## src/rtl/ec_pindex_reader_pkg.sv

```systemverilog
// Shared types and width helpers for the pooling-index reader.
// The package is imported by the interface user, the FIFO and the top.
package bcedn_pkg;

  typedef enum logic [1:0] {
    IDLE,
    RUN,
    DRAIN
  } state_t;

  function automatic int clog2_min1(input int n);
    int r;
    r = $clog2(n);
    return (r < 1) ? 1 : r;
  endfunction

  function automatic int pindex_width(
    input int ph,
    input int pw,
    input int npe
  );
    int w;
    w = $clog2(ph * pw) * npe;
    return (w < 1) ? 1 : w;
  endfunction

  function automatic int addr_width(input int depth);
    return clog2_min1(depth);
  endfunction

endpackage

```

## src/rtl/ec_pindex_reader_if.sv

```systemverilog
// SRAM read port plus the replayed index stream.
// master = reader side, slave = SRAM/consumer side.
interface ec_pindex_reader_if #(
  parameter int PINDEX_WIDTH = 4,
  parameter int ADDR_W       = 3
);

  logic                    pindex_rd;
  logic [ADDR_W-1:0]       pindex_rd_addr;
  logic [PINDEX_WIDTH-1:0] pindex_in;
  logic                    out_valid;
  logic                    out_ready;
  logic [PINDEX_WIDTH-1:0] out_pindex;
  logic                    out_eol;
  logic                    out_last;

  modport master (
    output pindex_rd,
    output pindex_rd_addr,
    input  pindex_in,
    output out_valid,
    input  out_ready,
    output out_pindex,
    output out_eol,
    output out_last
  );

  modport slave (
    input  pindex_rd,
    input  pindex_rd_addr,
    output pindex_in,
    input  out_valid,
    output out_ready,
    input  out_pindex,
    input  out_eol,
    input  out_last
  );

endinterface

```

## src/rtl/ec_pindex_reader_fifo.sv

```systemverilog
// Two-entry skid FIFO that absorbs the one-cycle SRAM read latency.
// Clear drops all entries; head data comes straight from storage.
module pindex_skid_fifo
  import bcedn_pkg::*;
#(
  parameter int W = 6
) (
  input  logic         clk,
  input  logic         rst,
  input  logic         i_clear,
  input  logic         i_push,
  input  logic         i_pop,
  input  logic [W-1:0] i_din,
  output logic [W-1:0] o_dout,
  output logic [1:0]   o_count
);

  logic [W-1:0] r_mem [2];
  logic         r_wr;
  logic         r_rd;
  logic [1:0]   r_cnt;

  always_ff @(posedge clk) begin
    if (rst) begin
      for (int i = 0; i < 2; i++) begin
        r_mem[i] <= '0;
      end
      r_wr  <= 1'b0;
      r_rd  <= 1'b0;
      r_cnt <= 2'd0;
    end else if (i_clear) begin
      r_wr  <= 1'b0;
      r_rd  <= 1'b0;
      r_cnt <= 2'd0;
    end else begin
      if (i_push) begin
        r_mem[r_wr] <= i_din;
        r_wr        <= ~r_wr;
      end
      if (i_pop) begin
        r_rd <= ~r_rd;
      end
      case ({i_push, i_pop})
        2'b10:   r_cnt <= r_cnt + 2'd1;
        2'b01:   r_cnt <= r_cnt - 2'd1;
        default: r_cnt <= r_cnt;
      endcase
    end
  end

  assign o_dout  = r_mem[r_rd];
  assign o_count = r_cnt;

endmodule

```

## src/rtl/ec_pindex_reader.sv

```systemverilog
// Replays pooling indices in raster order, each pooled row REP times,
// as a valid/ready stream fed from the index SRAM.
module ec_pindex_reader
  import bcedn_pkg::*;
#(
  parameter int H_OUT  = 16,
  parameter int W_OUT  = 64,
  parameter int FD     = 512,
  parameter int N_PE   = 1,
  parameter int POOL_H = 2,
  parameter int POOL_W = 2,
  parameter int REP    = POOL_H,
  localparam int GROUPS  = FD / N_PE,
  localparam int ROW_LEN = W_OUT * GROUPS,
  localparam int DEPTH   = H_OUT * ROW_LEN,
  localparam int ADDR_W  = addr_width(DEPTH),
  localparam int PINDEX_WIDTH =
    pindex_width(POOL_H, POOL_W, N_PE)
) (
  input  logic clk,
  input  logic rst,
  input  logic start,
  input  logic abort,
  output logic busy,
  output logic done,
  ec_pindex_reader_if.master bus
);

  localparam int OFF_W = clog2_min1(ROW_LEN);
  localparam int REP_W = clog2_min1(REP);
  localparam int ROW_W = clog2_min1(H_OUT);
  localparam int FW    = PINDEX_WIDTH + 2;

  state_t r_state;
  state_t w_next;

  logic [OFF_W-1:0]  r_off;
  logic [REP_W-1:0]  r_rep;
  logic [ROW_W-1:0]  r_row;
  logic [ADDR_W-1:0] r_base;

  logic r_inflight;
  logic r_inf_eol;
  logic r_inf_last;

  logic [1:0]    w_count;
  logic [2:0]    w_occ;
  logic [FW-1:0] w_head;
  logic          w_pop;
  logic          w_issue;
  logic          w_eol;
  logic          w_rep_last;
  logic          w_final;
  logic          w_done;
  logic          w_load;

  assign w_eol      = (r_off == OFF_W'(ROW_LEN - 1));
  assign w_rep_last = (r_rep == REP_W'(REP - 1));
  assign w_final    = w_eol && w_rep_last &&
                      (r_row == ROW_W'(H_OUT - 1));

  assign w_pop = bus.out_valid & bus.out_ready;

  // The word leaving this cycle frees its slot, so a
  // ready consumer sees one word per cycle.
  assign w_occ = {1'b0, w_count}
               + {2'b0, r_inflight}
               - {2'b0, w_pop};

  assign w_issue = (r_state == RUN) && (w_occ < 3'd2);
  assign w_load  = (r_state == IDLE) && start;

  always_comb begin
    w_next = r_state;
    w_done = 1'b0;
    unique case (r_state)
      IDLE: begin
        if (start) w_next = RUN;
      end
      RUN: begin
        if (w_issue && w_final) w_next = DRAIN;
      end
      DRAIN: begin
        if (w_count == 2'd0 && !r_inflight) begin
          w_next = IDLE;
          w_done = 1'b1;
        end
      end
      default: w_next = IDLE;
    endcase
    if (abort) begin
      w_next = IDLE;
      w_done = 1'b0;
    end
  end

  always_ff @(posedge clk) begin
    if (rst) r_state <= IDLE;
    else     r_state <= w_next;
  end

  always_ff @(posedge clk) begin
    if (rst || abort || w_load) begin
      r_off  <= '0;
      r_rep  <= '0;
      r_row  <= '0;
      r_base <= '0;
    end else if (w_issue) begin
      if (w_eol) begin
        r_off <= '0;
        if (w_rep_last) begin
          r_rep  <= '0;
          r_row  <= r_row + ROW_W'(1);
          r_base <= r_base + ADDR_W'(ROW_LEN);
        end else begin
          r_rep <= r_rep + REP_W'(1);
        end
      end else begin
        r_off <= r_off + OFF_W'(1);
      end
    end
  end

  always_ff @(posedge clk) begin
    if (rst || abort) begin
      r_inflight <= 1'b0;
      r_inf_eol  <= 1'b0;
      r_inf_last <= 1'b0;
    end else begin
      r_inflight <= w_issue;
      r_inf_eol  <= w_eol;
      r_inf_last <= w_final;
    end
  end

  pindex_skid_fifo #(
    .W(FW)
  ) u_fifo (
    .clk     (clk),
    .rst     (rst),
    .i_clear (abort),
    .i_push  (r_inflight),
    .i_pop   (w_pop),
    .i_din   ({bus.pindex_in, r_inf_eol, r_inf_last}),
    .o_dout  (w_head),
    .o_count (w_count)
  );

  assign bus.pindex_rd      = w_issue;
  assign bus.pindex_rd_addr = r_base + ADDR_W'(r_off);
  assign bus.out_valid      = (w_count != 2'd0);
  assign bus.out_pindex     = w_head[FW-1:2];
  assign bus.out_eol        = w_head[1];
  assign bus.out_last       = w_head[0];

  assign busy = (r_state != IDLE);
  assign done = w_done;

endmodule
```

## src/flat_wrapper.sv

```systemverilog
// flat-port wrapper written by rule: the top's interface ports become plain ports
module ec_pindex_reader_flat import bcedn_pkg::*;
#(
  parameter int H_OUT  = 16,
  parameter int W_OUT  = 64,
  parameter int FD     = 512,
  parameter int N_PE   = 1,
  parameter int POOL_H = 2,
  parameter int POOL_W = 2,
  parameter int REP    = POOL_H,
  localparam int GROUPS  = FD / N_PE,
  localparam int ROW_LEN = W_OUT * GROUPS,
  localparam int DEPTH   = H_OUT * ROW_LEN,
  localparam int ADDR_W  = addr_width(DEPTH),
  localparam int PINDEX_WIDTH =
    pindex_width(POOL_H, POOL_W, N_PE)
)
  (clk, rst, start, abort, busy, done, bus_pindex_rd, bus_pindex_rd_addr, bus_pindex_in, bus_out_valid, bus_out_ready, bus_out_pindex, bus_out_eol, bus_out_last);
  ec_pindex_reader_if bus_i ();
  input  logic clk;
  input  logic rst;
  input  logic start;
  input  logic abort;
  output logic busy;
  output logic done;
  output wire logic [$bits(bus_i.pindex_rd)-1:0] bus_pindex_rd;
  output wire logic [$bits(bus_i.pindex_rd_addr)-1:0] bus_pindex_rd_addr;
  input wire logic [$bits(bus_i.pindex_in)-1:0] bus_pindex_in;
  output wire logic [$bits(bus_i.out_valid)-1:0] bus_out_valid;
  input wire logic [$bits(bus_i.out_ready)-1:0] bus_out_ready;
  output wire logic [$bits(bus_i.out_pindex)-1:0] bus_out_pindex;
  output wire logic [$bits(bus_i.out_eol)-1:0] bus_out_eol;
  output wire logic [$bits(bus_i.out_last)-1:0] bus_out_last;
  assign bus_pindex_rd = bus_i.pindex_rd;
  assign bus_pindex_rd_addr = bus_i.pindex_rd_addr;
  assign bus_i.pindex_in = bus_pindex_in;
  assign bus_out_valid = bus_i.out_valid;
  assign bus_i.out_ready = bus_out_ready;
  assign bus_out_pindex = bus_i.out_pindex;
  assign bus_out_eol = bus_i.out_eol;
  assign bus_out_last = bus_i.out_last;
  ec_pindex_reader #(.H_OUT(H_OUT), .W_OUT(W_OUT), .FD(FD), .N_PE(N_PE), .POOL_H(POOL_H), .POOL_W(POOL_W), .REP(REP)) u_core (.clk(clk), .rst(rst), .start(start), .abort(abort), .busy(busy), .done(done), .bus(bus_i));
endmodule
```

## config.mk

```make
export PLATFORM = sky130hd
export DESIGN_NAME = ec_pindex_reader_flat
export DESIGN_NICKNAME = d
export VERILOG_FILES = /design/src/rtl/ec_pindex_reader_pkg.sv /design/src/rtl/ec_pindex_reader_if.sv /design/src/rtl/ec_pindex_reader_fifo.sv /design/src/rtl/ec_pindex_reader.sv /design/src/flat_wrapper.sv
export SDC_FILE = /design/constraint.sdc
export NUM_CORES = 1
export LEC_CHECK = 0
export ABC_AREA = 1
export BUFFER_PORTS_ARGS = -buffer_cell sky130_fd_sc_hd__clkbuf_2
export CORE_UTILIZATION = 45
export DETAILED_ROUTE_END_ITERATION = 7
export PLACE_DENSITY = 0.65
export SYNTH_ARGS = -nofsm -noshare
export SYNTH_HDL_FRONTEND = slang
export SYNTH_SLANG_ARGS = --single-unit
```

## constraint.sdc

```tcl
create_clock -name clk -period 2.3 [get_ports clk]
set_input_delay 0.23 -clock clk [delete_from_list [all_inputs] [get_ports clk]]
set_output_delay 0.23 -clock clk [all_outputs]
set_load 0.1 [all_outputs]
```

==> metrics.md, run 1 <==
| Metric | Value |
|---|---|
| Status | finished with violations |
| Failing checks | setup timing |
| Post-synth top area share | 0.307 |
| Layout cell share with drive strength beyond 1 | 0.328 |
| Slew Viols, Final | 0 |
| Area leader, netlist | dfxtp_1 |
| Clk buf depth | 2 |
| Buf/Inv on CP | 5 |
| Slack of the critical path | -106 ps |
| Synthesized area | 0.00196 mm² |
| Setup crit start kind | register |
| Maximum vdd ir drop | between 0.3 and 0.4 mV |
| Clock Latency Late Sink | 290 ps |
| Diode count | 0 |
| P per Cell Area | a little over 500 mW/mm² |
| Number of global-route vias before repair | 1,513 |
| Reg-to-reg setup timing slack | -50 ps |
| Core Box Area | 0.00409 mm² |
| Worst endpoint required time | between 2000 and 2500 ps |
| Delay of the slowest critical-path stage | 540 ps |
| DRC Markers | 0 |
| Synth top area cells | dfxtp_1 31%, edfxtp_1 12%, nand2_1 10% |
| Clock-pin slew on the worst setup and hold paths | 70 ps |
| Final Hold Fails | 0 |
| DR iter-0 viols | 65 |
| Chip width | slightly below 70 µm |
| Die Height | just under 70 µm |
| Worst-margin pin slew | between 500 and 600 ps |
| First-pass GRT wire length | 6270 µm |
| Drt pass-1 iters | 4 |
| GR Overflow Total | 0 |
| Synth Register Bits | 38 |
| Placed Area | roughly 0.0022 mm² |
| Root buffer cell | clkbuf_8 |
| Worst Path Arrival | 2180 ps |
| Synth Area per Inst | approximately 7.6 µm² |
| Hold Crit Class | in -> reg |
| Gr usage total | 0.184 |
| # setup viols final | 3 |
| Final worst path period need | approximately 2400 ps |
| Clock buffer count from CTS | 5 |
| Largest net degree at the start of global routing | 12 |
| Synth unique cells | 34 |
| Post-layout util | 0.604 |
| Number of synthesis warnings | 0 |
| Seq/Total Area, Yosys | 0.429 |
| Gpl congestion | approximately 0.84 |
| CP Max Fanout | 3 |
| # rows | 23 |
| Worst Path Class, Setup | reg -> out |
| PortBufs | 17 |
| Family with the most delay on the worst path | simple AND/OR/NAND/NOR gates |
| Final period util | 1.05 |
| DR vias/cell | a little under 5 |
| Total number of vias | around 1,700 |
| Slowest CP cell | fa_2 |
| WL final | 3870 µm |
| Final instance area | 0.00247 mm² |
| Post-DRT Antenna Nets | 0 |
| Initial antenna violation count | 0 |
| Synthesis-to-finish area growth | 26.0% |
| Unrepaired setup endpoints after global routing | true |
| Avg WL per Cell | about 11 µm |
| CTS tree | built |
| CP Capture Type | output port |
| Detailed Place HPWL | 2870 µm |
| Worst Skew | about 6 ps |
| Mapped Cells | ~260 |
| Die footprint | about 0.0046 mm² |
| Max transition margin | 0.640 |
| Clk sinks | 38 |
| Leak | ~1.1 nW |
| H-tree depth | 2 |
| Io pins | 22 |
| Final #Nets | roughly 320 |
| MaxCap Viol Count | 0 |
| Fmax | ~420 MHz |
| Crit-path cells | inv_4, nand2_8, nand2_4, inv_2, nor2_2, nor2_1, nor2_1, inv_1, fa_2, nand2_2, nor2_4, buf_6, buf_12 |
| Crit-path most repeated cell | nor2_1 |
| Initial core utilization | 0.479 |
-- power by group --
group	internal [mW]	switching, mW	leakage [nW]
combinational	0.0336	0.0968	0.685
clock	0.209	0.232	0.0426
sequential	0.687	0.00423	0.324
-- area by class of cell --
type	instances	area, µm²
Clock buffer	6	72.6
Tap cell	50	62.6
Sequential cell	38	843
Inverter	34	135
Multi-Input combinational cell	181	1030
Timing Repair Buffer	44	310
Fill cell	379	1620
Clock inverter	2	8.76
-- synthesized netlist by cell type (all sizes together) --
library cell  instances
a21oi                14
inv                  34
o31ai                 1
dfxtp                30
buf                   6
o21ai                 7
mux2                  4
nor2                 59
o21bai                2
nor4                  2
nor3                  3
fa                    1
ha                    2
edfxtp                8
o211ai                1
nand2                58
conb                  1
xor2                  2
xnor2                 2
or2                   1
nand4                 8
clkbuf                1
nand3                12
-- worst reg2reg max path, stage by stage (launching register included) --
cell     delay [ps]
dfxtp_2         340
inv_4            70
nand2_8          50
nand2_4          60
inv_2            40
nor2_2           90
nor2_1           50
nor2_1          130
inv_1            70
fa_2            540
nand2_2          70
nor2_4           90
buf_4           140
nand2_4          70
buf_4           140
inv_2            60
nand2_1          60
nor2_1          110
nor2_2           50
-- registers in the layout (all words and copies together), names as in the netlist, named ones only --
register / count
u_core.r_rep: 1
u_core.r_inf_last: 1
u_core.r_row: 4
u_core.r_inflight: 1
u_core.u_fifo.r_rd: 1
u_core.r_state: 2
u_core.u_fifo.o_count: 2
u_core.r_off: 15
u_core.r_inf_eol: 1
u_core.u_fifo.r_wr: 1
u_core.u_fifo.r_mem: 8
-- layer usage --
layer / track usage / routed length [µm] / part of all wire
met1: 0.206 / 1700 / 0.44
met5: 0 / 0 / 0
met3: 0.0400 / 147 / 0.038
met4: 0.0703 / 53 / 0.014
met2: 0.333 / 1960 / 0.51
-- what timing repair did --
action                                  in CTS  in global routing
cloned                                       0                  0
buffers inserted                             7                  6
endpoints found under the setup margin       9                 23
hold buffers                                 0                  0
resized for setup                            2                 12
pin swaps                                   10                  6
-- path summary, 6_finish.rpt --
kind                            start                 end  cells after the start
min reg2reg        u_core.u_fifo.r_rd  u_core.u_fifo.r_rd                      1
max          u_core.u_fifo.o_count[1]       bus_pindex_rd                     13
min                             start   u_core.r_state[0]                      3
max reg2reg  u_core.u_fifo.o_count[1]    u_core.r_off[12]                     18
-- metrics by stage --
stage	power (mW)	std cells	TNS [ps]	hold WS, ps	worst slack, ps
floorplan	0.804	260	-1260	417	-120
global placement	0.827	334	-61.1	437	-16.4
detailed placement	0.829	334	-56.5	462	-20.6
CTS	1.27	349	-324	250	-84.1
global route	1.31	355	-3040	247	-246
finish	1.26	355	-201	257	-106
-- cells in the final DEF, fill, tap and decap left out, types with 6 or more instances in the layout --
cell,instances
buf_4,25
inv_2,6
nand4_1,7
edfxtp_1,8
nor2_2,11
inv_1,25
a21oi_1,12
nand3_1,9
dfxtp_1,28
nand2_1,49
clkbuf_2,16
nor2_1,44
-- cells by family (layout without fill, tap and decap cells) --
| logic type | after synthesis | count (layout) | synth area share |
|---|---|---|---|
| AND/OR/NAND/NOR | 143 | 143 | 0.344 |
| buffers and inverters | 41 | 86 | 0.0920 |
| flip-flops | 38 | 38 | 0.429 |
| AO/OA/AOI/OAI | 25 | 25 | 0.0690 |
| XOR/XNOR | 4 | 4 | 0.0179 |
| multiplexers | 4 | 4 | 0.0230 |
| adder cells (fa/ha/maj) | 3 | 3 | 0.0230 |
| other | 1 | 2 | 0.00192 |
(Power assumes the default switching activity.)
==> run 2, diff against run 1 <==
- PLACE_DENSITY: 0.65 -> 0.71
- SLEW_MARGIN: default -> 40
==> metrics.md, run 2 (synthesis gave the netlist of run 1 again) <==
| Metric | Value |
|---|---|
| Status | finished with violations |
| Failing checks | setup timing |
| Setup_tns | -1470 ps (-1270 ps) |
| Cells on Worst Hold Path | 3 (unchanged) |
| Fmax | 402 MHz (-3.2%) |
| DR vias/cell | 4.95 (+1.7%) |
| Root buffer cell | clkbuf_8 |
| Leak | 1.04 nW (-1.2%) |
| Hold Crit Class | in -> reg |
| Drt pass-1 iters | 4 (unchanged) |
| # rows | 23 (unchanged) |
| Worst Path Arrival | 2260 ps (+80 ps) |
| Io pins | 22 (unchanged) |
| Final period util | 1.08 (+0.0345) |
| Worst Skew | 10.7 ps (+4.84 ps) |
| Biggest register | u_core.r_off |
| Delay of the slowest critical-path stage | 550 ps (about the same) |
| WL final | 4090 µm (+5.7%) |
| Commonest cells after routing, fill and taps aside | 46 x nor2_1, 45 x nand2_1, 28 x dfxtp_1 |
| Reg2reg end | u_core.r_off[5] |
| Synthesis-to-finish area growth | 32.3% |
| Slack of the critical path | -185 ps (-79.2 ps) |
| Core Box Area | 0.00409 mm² (unchanged) |
| Worst Reg-to-Reg Cells | 17 (-1) |
| PortBufs | 17 (unchanged) |
| Total chip power | 1.51 mW (+20%) |
| Final #Nets | 316 (unchanged) |
| Setup crit start kind | register |
| Clk sinks | 38 (unchanged) |
| Chip width | 68.0 µm (unchanged) |
| Slew Viols, Final | 0 (unchanged) |
| Crit-path cells | inv_4, nand2_8, nand2_8, inv_6, nor2_4, nor2_1, nor2_1, inv_1, fa_2, nand2_2, nor2_4, buf_6, buf_12 |
| Layout cell share with drive strength beyond 1 | 0.357 (+0.0295) |
| Worst-margin pin slew | 545 ps (+3.46 ps) |
| Max transition margin | 0.638 (-0.00230) |
| Slowest CP cell | fa_2 |
| Hold Crit Endpoint | u_core.r_state[0] |
| CP Max Fanout | 3 (unchanged) |
| Worst r2r src | u_core.u_fifo.o_count[1] |
| Die Height | 68.0 µm (unchanged) |
| Detailed Place HPWL | 2880 µm (+0.35%) |
| Final Hold Fails | 0 (unchanged) |
| Worst Path Class, Setup | reg -> out |
| Reg-to-reg setup timing slack | -120 ps (-70 ps) |
| Most common cell after layout, fill and taps aside | nor2_1 |
| P per Cell Area | 583 mW/mm² (+14%) |
| CP Capture Type | output port |
| H-tree depth | 2 (unchanged) |
| Largest net degree at the start of global routing | 14 (+2) |
| CTS Hold Bufs | 0 (unchanged) |
| Clk buf depth | 2 (unchanged) |
| Clock Latency Late Sink | 290 ps (about the same) |
| DRC Markers | 0 (unchanged) |
| Hold Crit Start | start |
| Post-DRT Antenna Nets | 0 (unchanged) |
| Diode count | 0 (unchanged) |
| Unrepaired setup endpoints after global routing | true |
| Initial core utilization | 0.479 (unchanged) |
| MaxCap Viol Count | 0 (unchanged) |
| Dpl ws | -127 ps (-106 ps) |
| Number of global-route vias before repair | 1,616 (+6.8%) |
| Placed Area | 0.00224 mm² (unchanged) |
| Maximum vdd ir drop | 0.271 mV (-24%) |
| Clock buffer count from CTS | 5 (unchanged) |
| Max FFs per register | 15 (unchanged) |
| Family with the most delay on the worst path | simple AND/OR/NAND/NOR gates |
| Buf/Inv on CP | 5 (unchanged) |
| Biggest regs | u_core.r_off x15, u_core.u_fifo.r_mem x8, u_core.r_row x4 |
| DR iter-0 viols | 77 (+18%) |
| Final instance area | 0.00259 mm² (+5.0%) |
| Final worst path period need | 2490 ps (+79.2 ps) |
| CTS tree | built |
| GR Overflow Total | 0 (unchanged) |
| Clock-pin slew on the worst setup and hold paths | 80 ps (about the same) |
| Total number of vias | 1,757 (+1.7%) |
| Gpl congestion | 0.830 (-0.62%) |
| First-pass GRT wire length | 6460 µm (+3.1%) |
| Avg WL per Cell | 11.5 µm (+5.7%) |
| Gr usage total | 0.188 (+0.00471) |
| # setup viols final | 21 (+18) |
| Die footprint | 0.00462 mm² (unchanged) |
| Initial antenna violation count | 0 (unchanged) |
| Worst endpoint required time | 2070 ps (about the same) |
[run 2: changes by cell type in the layout (fill, tap and decap cells not counted), sizes merged]
cell | before | now
clkinv | 2 | 1
bufinv | 0 | 2
clkbuf | 22 | 21
[run 2: area by class of cell]
type | count | area, µm²
timing repair buffer | 44 | 322
clock buffer | 5 | 68.8
clock inverter | 3 | 68.8
fill | 354 | 1500
multi-input combinational | 181 | 1080
inverter | 34 | 143
tap | 50 | 62.6
sequential | 38 | 843
[run 2: where the power goes]
group / switching, mW / total (mW) / leakage [nW] / internal, mW
Combinational: 0.100 / 0.137 / 0.647 / 0.0367
Sequential: 0.00434 / 0.691 / 0.324 / 0.686
Clock: 0.247 / 0.681 / 0.0683 / 0.435
Total: 0.351 / 1.51 / 1.04 / 1.16
[run 2: layer usage]
| layer | share of wire | track usage | wire, µm | vias up |
|---|---|---|---|---|
| met3 | 0.028 | 0.0500 | 115 | 7 |
| li1 | - | - | - | 910 |
| met5 | 0 | 0 | 0 | - |
| met1 | 0.43 | 0.202 | 1770 | 817 |
| met2 | 0.53 | 0.353 | 2160 | 23 |
| met4 | 0.012 | 0.0573 | 48 | 0 |
[run 2: metrics by stage]
step                      instances   util  hold WS, ps
after floorplan                 260      -          417
after global placement          334  0.549          434
after detailed placement        334  0.549          462
after CTS                       350  0.600          236
after global routing            355  0.634          248
final                           355  0.634          244
[run 2: worst max-delay path by stage]
stage | start | to | cells after the start
after floorplan | u_core.u_fifo.o_count[1] | u_core.r_row[3] | 15
after global placement | u_core.u_fifo.o_count[1] | u_core.r_off[5] | 16
after detailed placement | u_core.u_fifo.o_count[1] | u_core.r_off[5] | 16
after CTS | u_core.u_fifo.o_count[1] | bus_pindex_rd | 13
after global routing | u_core.u_fifo.o_count[1] | bus_pindex_rd | 13
final | u_core.u_fifo.o_count[1] | bus_pindex_rd | 13
[run 2: worst reg2reg max path, delay by kind of cell, from the launching register on]
kind | cells | cell delay, ps
and+or+nand+nor | 11 | 950
adders and majority gates | 1 | 550
buffers and inverters | 5 | 450
DFF | 1 | 340
[run 2: repair_timing]
item                       CTS  global route
gates cloned                 0             0
pin swaps                    8            12
resized for setup            3            27
setup buffers                8             5
setup endpoints to repair   19            23
==> run 3, diff against run 2 <==
- PLACE_DENSITY: 0.71 -> 0.69
- clock period: 2.3 -> 2.9 ns (I/O delays scaled with it)
==> metrics.md, run 3 (synthesis gave the netlist of run 1 again) <==
| Metric | Value |
|---|---|
| Worst hold margin | 308 ps (+64.1 ps) |
| Gpl congestion | 0.787 (-5.1%) |
| Resized cells post-CTS | 0 (-3) |
| Post-layout util | 0.537 (-0.0971) |
| # setup viols final | 0 (-100%) |
| Clk buf depth | 2 (unchanged) |
| Max FFs per register | 15 (unchanged) |
| Root buffer cell | clkbuf_8 |
| MaxCap Viol Count | 0 (unchanged) |
| Worst endpoint required time | 2610 ps (+540 ps) |
| PortBufs | 17 (unchanged) |
| Final period util | 0.934 |
| Final Hold Fails | 0 (unchanged) |
| Clock-pin slew on the worst setup and hold paths | 70 ps (about the same) |
| Most common cell after layout, fill and taps aside | nand2_1 |
| CP Max Fanout | 6 (+3) |
| Clk sinks | 38 (unchanged) |
| Gr usage total | 0.185 (-0.00366) |
| Commonest cells after routing, fill and taps aside | 53 x nand2_1, 49 x nor2_1, 30 x dfxtp_1 |
| CTS tree | built |
| DR iter-0 viols | 66 (-14%) |
| Final #Nets | 293 (-7.3%) |
| Final worst path period need | approximately 2700 ps |
| Status | finished clean |
| Core Box Area | 0.00409 mm² (unchanged) |
| Buf/Inv on CP | 4 (-1) |
| Setup crit start kind | register |
| Worst Path Class, Setup | reg -> out |
| Slew Viols, Final | 0 (unchanged) |
| Maximum vdd ir drop | 0.252 mV (-6.9%) |
| Post-DRT Antenna Nets | 0 (unchanged) |
| Leak | 0.903 nW (-13%) |
| Slowest CP cell | fa_1 |
| Biggest register | u_core.r_off |
| Initial antenna violation count | 0 (unchanged) |
| Max transition margin | 0.642 (+0.00359) |
| Drt pass-1 iters | 4 (unchanged) |
| Die Height | 68.0 µm (unchanged) |
| Worst Skew | 2.49 ps (-8.22 ps) |
| # rows | 23 (unchanged) |
| Number of global-route vias before repair | 1,454 (-10%) |
| Clock buffer count from CTS | 5 (unchanged) |
| Crit-path cells | inv_1, nand2_2, nand2_1, inv_1, nor2_1, nor2_1, nor2_1, inv_1, fa_1, nand2_2, nor2_4, buf_12 |
| Total chip power | 0.995 mW (-34%) |
| P per Cell Area | 454 mW/mm² (-22%) |
| DR vias/cell | 4.81 (-2.8%) |
| Diode count | 0 (unchanged) |
| First-pass GRT wire length | 6220 µm (-3.6%) |
| Delay of the slowest critical-path stage | 520 ps (-30 ps) |
| GR Overflow Total | 0 (unchanged) |
| WL final | 3580 µm (-12%) |
| Total number of vias | 1,597 (-9.1%) |
| H-tree depth | 2 (unchanged) |
| Worst-margin pin slew | 540 ps (-5.41 ps) |
| CP Capture Type | output port |
| Placed Instances | 321 (-3.9%) |
| Synthesis-to-finish area growth | 12.0% |
| Layout cell share with drive strength beyond 1 | 0.213 (-0.145) |
| Initial core utilization | 0.479 (unchanged) |
| Largest net degree at the start of global routing | 13 (-1) |
| Final cell count without fillers | 332 (-6.5%) |
| Worst Path Arrival | 2420 ps (+160 ps) |
| Clock Latency Late Sink | 290 ps (about the same) |
| Avg WL per Cell | 10.8 µm (-6.3%) |
| Hold Crit Class | in -> reg |
| Die footprint | 0.00462 mm² (unchanged) |
| Chip width | 68.0 µm (unchanged) |
| Fmax | approximately 370 MHz |
| DRC Markers | 0 (unchanged) |
| Detailed Place HPWL | 2690 µm (-6.7%) |
| Io pins | 22 (unchanged) |
| Setup_tns | 0 ps (+1470 ps) |
| Family with the most delay on the worst path | simple AND/OR/NAND/NOR gates |
| Biggest regs | u_core.r_off x15, u_core.u_fifo.r_mem x8, u_core.r_row x4 |
run 3: cell types whose count changed in the layout (fill, tap and decap cells not counted), moves of 5 or more:
cell,before,now
nand2_2,10,4
a21oi_2,7,0
a21oi_1,7,14
buf_6,5,0
nand2_1,45,53
buf_4,22,4
run 3: path summary, 6_finish.rpt:
check	from	to	slack (ps)	cells past startpoint
worst max-delay path	u_core.u_fifo.o_count[0]	bus_pindex_rd	190	12
worst min-delay path	bus_pindex_in[0]	u_core.u_fifo.r_mem[1][2]	310	3
worst max register to register	u_core.u_fifo.o_count[0]	u_core.r_off[5]	270	17
worst min register to register	u_core.r_off[14]	u_core.r_off[14]	480	2
run 3: metal layers:
layer	GRT usage	share of wire
met1	0.212	0.46
met3	0.0600	0.044
met5	0	0
met4	0.0703	0.017
met2	0.315	0.48
run 3: layout make-up:
class,count,area [µm²]
multi-input combinational,181,950
inverter,34,128
sequential,38,841
timing repair buffer,21,130
tap,50,62.6
clock buffer,6,72.6
fill,395,1890
clock inverter,2,10.0
run 3: where the power goes:
group          switching [mW]  internal [mW]
Sequential            0.00290          0.545
Clock                   0.188          0.167
Combinational          0.0726         0.0208
run 3: timing repair:
| action | CTS | global route |
|---|---|---|
| hold buffers | 0 | 0 |
| buffers inserted | 0 | 3 |
| setup endpoints to repair | 0 | 1 |
run 3: stage by stage:
step,area [µm²],setup WS (ps)
6_report,2190,193
5_1_grt,2190,-2.28
4_1_cts,2170,111
3_5_place_dp,2090,320
3_3_place_gp,2090,347
2_1_floorplan,1970,115
run 3: worst register-to-register path: cells and delay by family, from the launching register on:
| kind | cells | cell delay [ps] |
|---|---|---|
| simple gates | 11 | 1150 |
| buf+inv | 5 | 580 |
| fa+ha+maj | 1 | 520 |
| flops | 1 | 300 |
